<file path="config.mk">
export PLATFORM = sky130hd
export DESIGN_NAME = imm_gen_pipe
export DESIGN_NICKNAME = d
export VERILOG_FILES = /design/src/rtl/imm_pkg.sv /design/src/rtl/imm_decode.sv /design/src/rtl/imm_gen_pipe.sv
export SDC_FILE = /design/constraint.sdc
export NUM_CORES = 1
export LEC_CHECK = 0
export BUFFER_PORTS_ARGS = -buffer_cell sky130_fd_sc_hd__buf_2
export CAP_MARGIN = 20
export CORE_ASPECT_RATIO = 0.7
export CORE_MARGIN = 1.5
export CORE_UTILIZATION = 49
export CTS_CLUSTER_SIZE = 28
export DETAILED_ROUTE_END_ITERATION = 16
export GPL_ROUTABILITY_DRIVEN = 0
export PLACE_DENSITY = 0.76
export SYNTH_ARGS = -nofsm -noshare
export SYNTH_HDL_FRONTEND = slang
export SYNTH_SLANG_ARGS = --single-unit
</file>
<file path="constraint.sdc">
create_clock -name clk -period 1.45 [get_ports clk]
set_input_delay 0.29 -clock clk [delete_from_list [all_inputs] [get_ports clk]]
set_output_delay 0.29 -clock clk [all_outputs]
set_load 0.005 [all_outputs]
</file>
<file path="src/rtl/imm_pkg.sv">
// imm_pkg: shared format encodings, pipeline states and XLEN check for the immediate generator
package imm_pkg;
  typedef enum logic [2:0] {
    SEL_I   = 3'd0,
    SEL_J   = 3'd1,
    SEL_S   = 3'd2,
    SEL_U   = 3'd3,
    SEL_B   = 3'd4,
    SEL_Z   = 3'd5,
    SEL_SH  = 3'd6,
    SEL_RSV = 3'd7
  } immSel_e;
  typedef enum logic [1:0] {EMPTY, ONE, TWO} state_e;
  function automatic bit xlenLegal(input int xlen);
    return xlen == 32 || xlen == 64;
  endfunction
endpackage

</file>
<file path="src/rtl/imm_decode.sv">
// imm_decode: combinational RV32I/RV64I immediate extraction for one instruction word
module imm_decode
  import imm_pkg::*;
#(
  parameter int XLEN = 32
) (
  input  logic [31:0]     instr,
  input  logic [2:0]      sel,
  output logic [XLEN-1:0] imm,
  output logic            illegal
);
  localparam int SHW = (XLEN == 64) ? 6 : 5;
  logic unusedBits;
  assign unusedBits = ^instr[6:0];
  always_comb begin
    imm = '0;
    illegal = 1'b0;
    case (immSel_e'(sel))
      SEL_I:   imm = {{(XLEN-11){instr[31]}}, instr[30:20]};
      SEL_S:   imm = {{(XLEN-11){instr[31]}}, instr[30:25], instr[11:7]};
      SEL_B:   imm = {{(XLEN-12){instr[31]}}, instr[7], instr[30:25], instr[11:8], 1'b0};
      SEL_J:   imm = {{(XLEN-20){instr[31]}}, instr[19:12], instr[20], instr[30:21], 1'b0};
      SEL_U:   imm = {{(XLEN-31){instr[31]}}, instr[30:12], 12'b0};
      SEL_Z:   imm = XLEN'(instr[19:15]);
      SEL_SH:  imm = XLEN'(instr[20+SHW-1:20]);
      default: illegal = 1'b1;
    endcase
  end
endmodule

</file>
<file path="src/rtl/imm_gen_pipe.sv">
// imm_gen_pipe: immediate generator behind a registered valid/ready stage with a 2-entry skid buffer
module imm_gen_pipe
  import imm_pkg::*;
#(
  parameter int XLEN  = 32,
  parameter int TAG_W = 5
) (
  input  logic             clk,
  input  logic             rst_n,
  input  logic             in_valid,
  output logic             in_ready,
  input  logic [31:0]      in_instr,
  input  logic [2:0]       in_sel,
  input  logic [TAG_W-1:0] in_tag,
  input  logic             flush,
  output logic             out_valid,
  input  logic             out_ready,
  output logic [XLEN-1:0]  out_imm,
  output logic [TAG_W-1:0] out_tag,
  output logic             out_illegal
);
  state_e state, nextState;
  logic [XLEN-1:0] decImm, mImm, kImm;
  logic [TAG_W-1:0] mTag, kTag;
  logic decIll, mIll, kIll;
  logic acc, pop, loadM, loadK, moveK;
  if (!xlenLegal(XLEN)) begin : gBadXlen
    $error("imm_gen_pipe: XLEN must be 32 or 64");
  end
  imm_decode #(.XLEN(XLEN)) uDecode (
    .instr(in_instr),
    .sel(in_sel),
    .imm(decImm),
    .illegal(decIll)
  );
  // in_ready comes straight from the state register, so out_ready never reaches it combinationally
  assign in_ready = state != TWO;
  assign out_valid = state != EMPTY;
  assign acc = in_valid && in_ready;
  assign pop = out_valid && out_ready;
  assign out_imm = mImm;
  assign out_tag = mTag;
  assign out_illegal = mIll;
  always_comb begin
    nextState = flush ? EMPTY :
                state == EMPTY ? (acc ? ONE : EMPTY) :
                state == ONE ? (acc && !pop ? TWO : !acc && pop ? EMPTY : ONE) :
                (pop ? ONE : TWO);
    loadM = !flush && acc && (state == EMPTY || pop);
    loadK = !flush && acc && state == ONE && !pop;
    moveK = !flush && state == TWO && pop;
  end
  always_ff @(posedge clk or negedge rst_n) begin
    if (!rst_n) state <= EMPTY;
    else state <= nextState;
  end
  always_ff @(posedge clk or negedge rst_n) begin
    if (!rst_n) begin
      mImm <= '0;
      mTag <= '0;
      mIll <= 1'b0;
      kImm <= '0;
      kTag <= '0;
      kIll <= 1'b0;
    end else begin
      if (loadM) begin
        mImm <= decImm;
        mTag <= in_tag;
        mIll <= decIll;
      end else if (moveK) begin
        mImm <= kImm;
        mTag <= kTag;
        mIll <= kIll;
      end
      if (loadK) begin
        kImm <= decImm;
        kTag <= in_tag;
        kIll <= decIll;
      end
    end
  end
endmodule

</file>
==> impl_metrics.yaml <==
sta:
  hold_viol: 0
  drv_slew: 0
  min_period_over_period_pct: 115
  finalSetupTns_ns: -7.91
  tightest_slew_ns: 0.530
  setup_viol: 79
  fin_ws_ns: -0.211
  finClkSkew_ns: 0.00648
  grt_setup_unrepaired: "true"
  timing.fmax_mhz: 602
  maxSlewHeadroom_pct: 64.6
  fin_crit_ns: 1.66
floorplanning:
  die-area_sq_um: 8150
  ioPinCount: 85
  die_x_microns: 107
  start_util_pct: 51.0
  chipHeight_microns: 76.0
  placementRows: 26
  fp.coreArea_sq_um: 7320
layout:
  drive_above_1_share_pct: 35.0
  multi_input_area_sq_um: 1690
  nets: 492
  fillCellCount: 554
  antennaDiodeCount: 0
  syn_to_final_growth_pct: 35.7
  ff_latch_area_sq_um: 1950
  final_util_pct: 69.2
setup_path:
  critPathBufInv: 2
  crit_path_end_kind: "register"
  max_stage_delay_ns: 0.43
  path_cells: "nand2b_4, nor3b_4, buf_6, buf_16, mux2i_1, mux2i_1"
  cp-start-kind: "register"
  crit_arrival_ns: 1.89
  cp.required_ns: 1.68
  crit_family: "flip-flops"
  cpMostUsedCell: "mux2i_1"
  path_class: "register to register"
  cp_max_fo: 8
  cpMaxStageDelayCell: "dfrtp_1"
clocking:
  cts_tree: "done"
  clkSinkCount: 78
  clk_latency_ns: 0.36
  clock_path_buffers: 2
  root_buffer: "clkbuf_8"
  cts-buffers-inserted: 9
  htree_levels: 3
  clkTransAtPathRegs_ns: 0.08
route:
  drt_iter0_drc: 156
  vias: 3078
  drc: 0
  drtAntennaViolNets: 0
  firstDrtPassIters: 4
  wl_microns: 9870
  vias_per_cell: 5.61
  routedWlPerCell_microns: 18.0
yosys:
  yosysMostFrequentCell: "dfrtp_1"
  yosys_warnings: 0
  synth_top_area_share_pct: 52.3
  synthTopCellsByCount: "dfrtp_1, mux2i_1, nand2_1"
  ys_ff_latch: 78
  synth_seq_area_share_pct: 52.3
  synthTopCellsByArea: "dfrtp_1, mux2i_1, nand2_1, o21ai_0, a22o_1"
  postSynthCellCount: 335
  synthDistinctLibCells: 36
  synth_top_area_cell: "dfrtp_1"
  async_flop_share_pct: 100
  syn_avg_cell_area_sq_um: 11.1
  synth_ff_type: "dfrtp_1"
  syn-num-nets: 381
  netlist_area_sq_um: 3730
  synth_edf_count: 0
min_path:
  hold_path_class: "input port to register"
global_route:
  grt_util_all_layers_pct: 24.2
  grt-ovfl-total: 0
  grt_antenna_before_repair: 0
  grt_pass1_vias: 2949
  grt_pass1_wl_microns: 15200
  grt_max_degree: 79
status:
  outcome: "finished, violations left"
  failed_checks: "setup timing"
power:
  p_per_area_nw_per_um2: 1240
  power_mw: 6.29
  peakVddDrop_mv: 0.625
  p_leak_nw: 2.37
placed_design:
  io_buffers: 77
  dp_hpwl_microns: 6130
job:
  max_cap_viol_count: 0
[power by group]
part / switching (mW) / internal (mW)
sequential: 0.284 / 2.68
combinational: 0.681 / 0.756
clock: 0.864 / 1.03
[final timing paths]
| kind | start | endpoint | slack [ns] | cells after the start |
|---|---|---|---|---|
| setup / recovery | state[0] | out_imm[15] | -0.21 | 6 |
| hold / removal | in_tag[2] | kTag[2] | 0.13 | 3 |
| setup reg to reg | state[0] | out_imm[15] | -0.21 | 6 |
| hold reg to reg | out_tag[4] | out_tag[4] | 0.48 | 1 |
| max in group asynchronous | rst_n | kImm[16] | 0.63 | 3 |
| min in group asynchronous | rst_n | out_tag[0] | 0.49 | 3 |
[final cells by class]
cell class                 instances  area share (%)
timing repair buffer             122            20.9
inverter                           2           0.148
tap                               98            2.42
sequential                        78            38.6
clock buffer                      10            2.72
multi-input combinational        233            33.4
clock inverter                     6            1.83
[worst register-to-register path, cell delays in order, from the launching register on]
cell and delay, ns:
dfrtp_1 0.43, nand2b_4 0.18, nor3b_4 0.19, buf_6 0.21
buf_16 0.16, mux2i_1 0.24, mux2i_1 0.12
[kinds of logic after synthesis]
group,after synthesis,synth area share [%]
compound gates,89,16.0
mux,59,15.9
buf+inv,25,4.36
fa+ha+maj,1,0.335
simple gates,83,11.2
flops,78,52.3
[registers in the layout (all words and copies together) (netlist names)]
register	count
out_illegal	1
out_tag	5
out_imm	32
kImm	32
kIll	1
state	2
kTag	5
[metal layers]
metal  track usage (%)  routed length [microns]  up-vias
li1                  -                        -     1442
met1              34.1                     4560     1538
met2              36.9                     4570       87
met3              5.39                      610       11
met4              8.27                      129        0
met5                 0                        0        -
[through the flow]
stage	hold WS, ns	area (sq um)	instances	setup slack [ns]
after CTS	0.126	4950	544	-0.156
after floorplan	-0.00559	3750	335	-0.0703
final	0.134	5060	549	-0.211
after global routing	0.137	5060	549	-0.259
after detailed placement	0.347	4440	518	-0.203
after global placement	0.340	4440	518	-0.130
[cells in the final DEF (no fill, tap or decap), types with 3 or more instances in the layout]
| master | n |
|---|---|
| buf_16 | 5 |
| a21o_1 | 5 |
| o21ai_1 | 17 |
| a21oi_1 | 16 |
| clkbuf_16 | 3 |
| clkbuf_8 | 10 |
| buf_2 | 74 |
| nand2_1 | 44 |
| buf_6 | 11 |
| buf_4 | 17 |
| nor3b_1 | 4 |
| a211oi_1 | 8 |
| a22oi_1 | 8 |
| nand2_2 | 5 |
| buf_12 | 10 |
| o21ai_0 | 12 |
| and2_1 | 6 |
| nor2_1 | 5 |
| a22o_1 | 11 |
| mux2i_1 | 57 |
| dfrtp_1 | 77 |
| a221o_1 | 7 |
| nor2b_1 | 3 |
[repair_timing]
action | CTS | global route
buffers inserted | 5 | 1
pin swaps | 11 | 11
hold endpoints to repair | 78 | 0
hold buffers | 1 | 0
cloned | 5 | 5
gates resized for setup | 41 | 10
setup endpoints to repair | 79 | 79
Power figures use the tool's default switching activity.
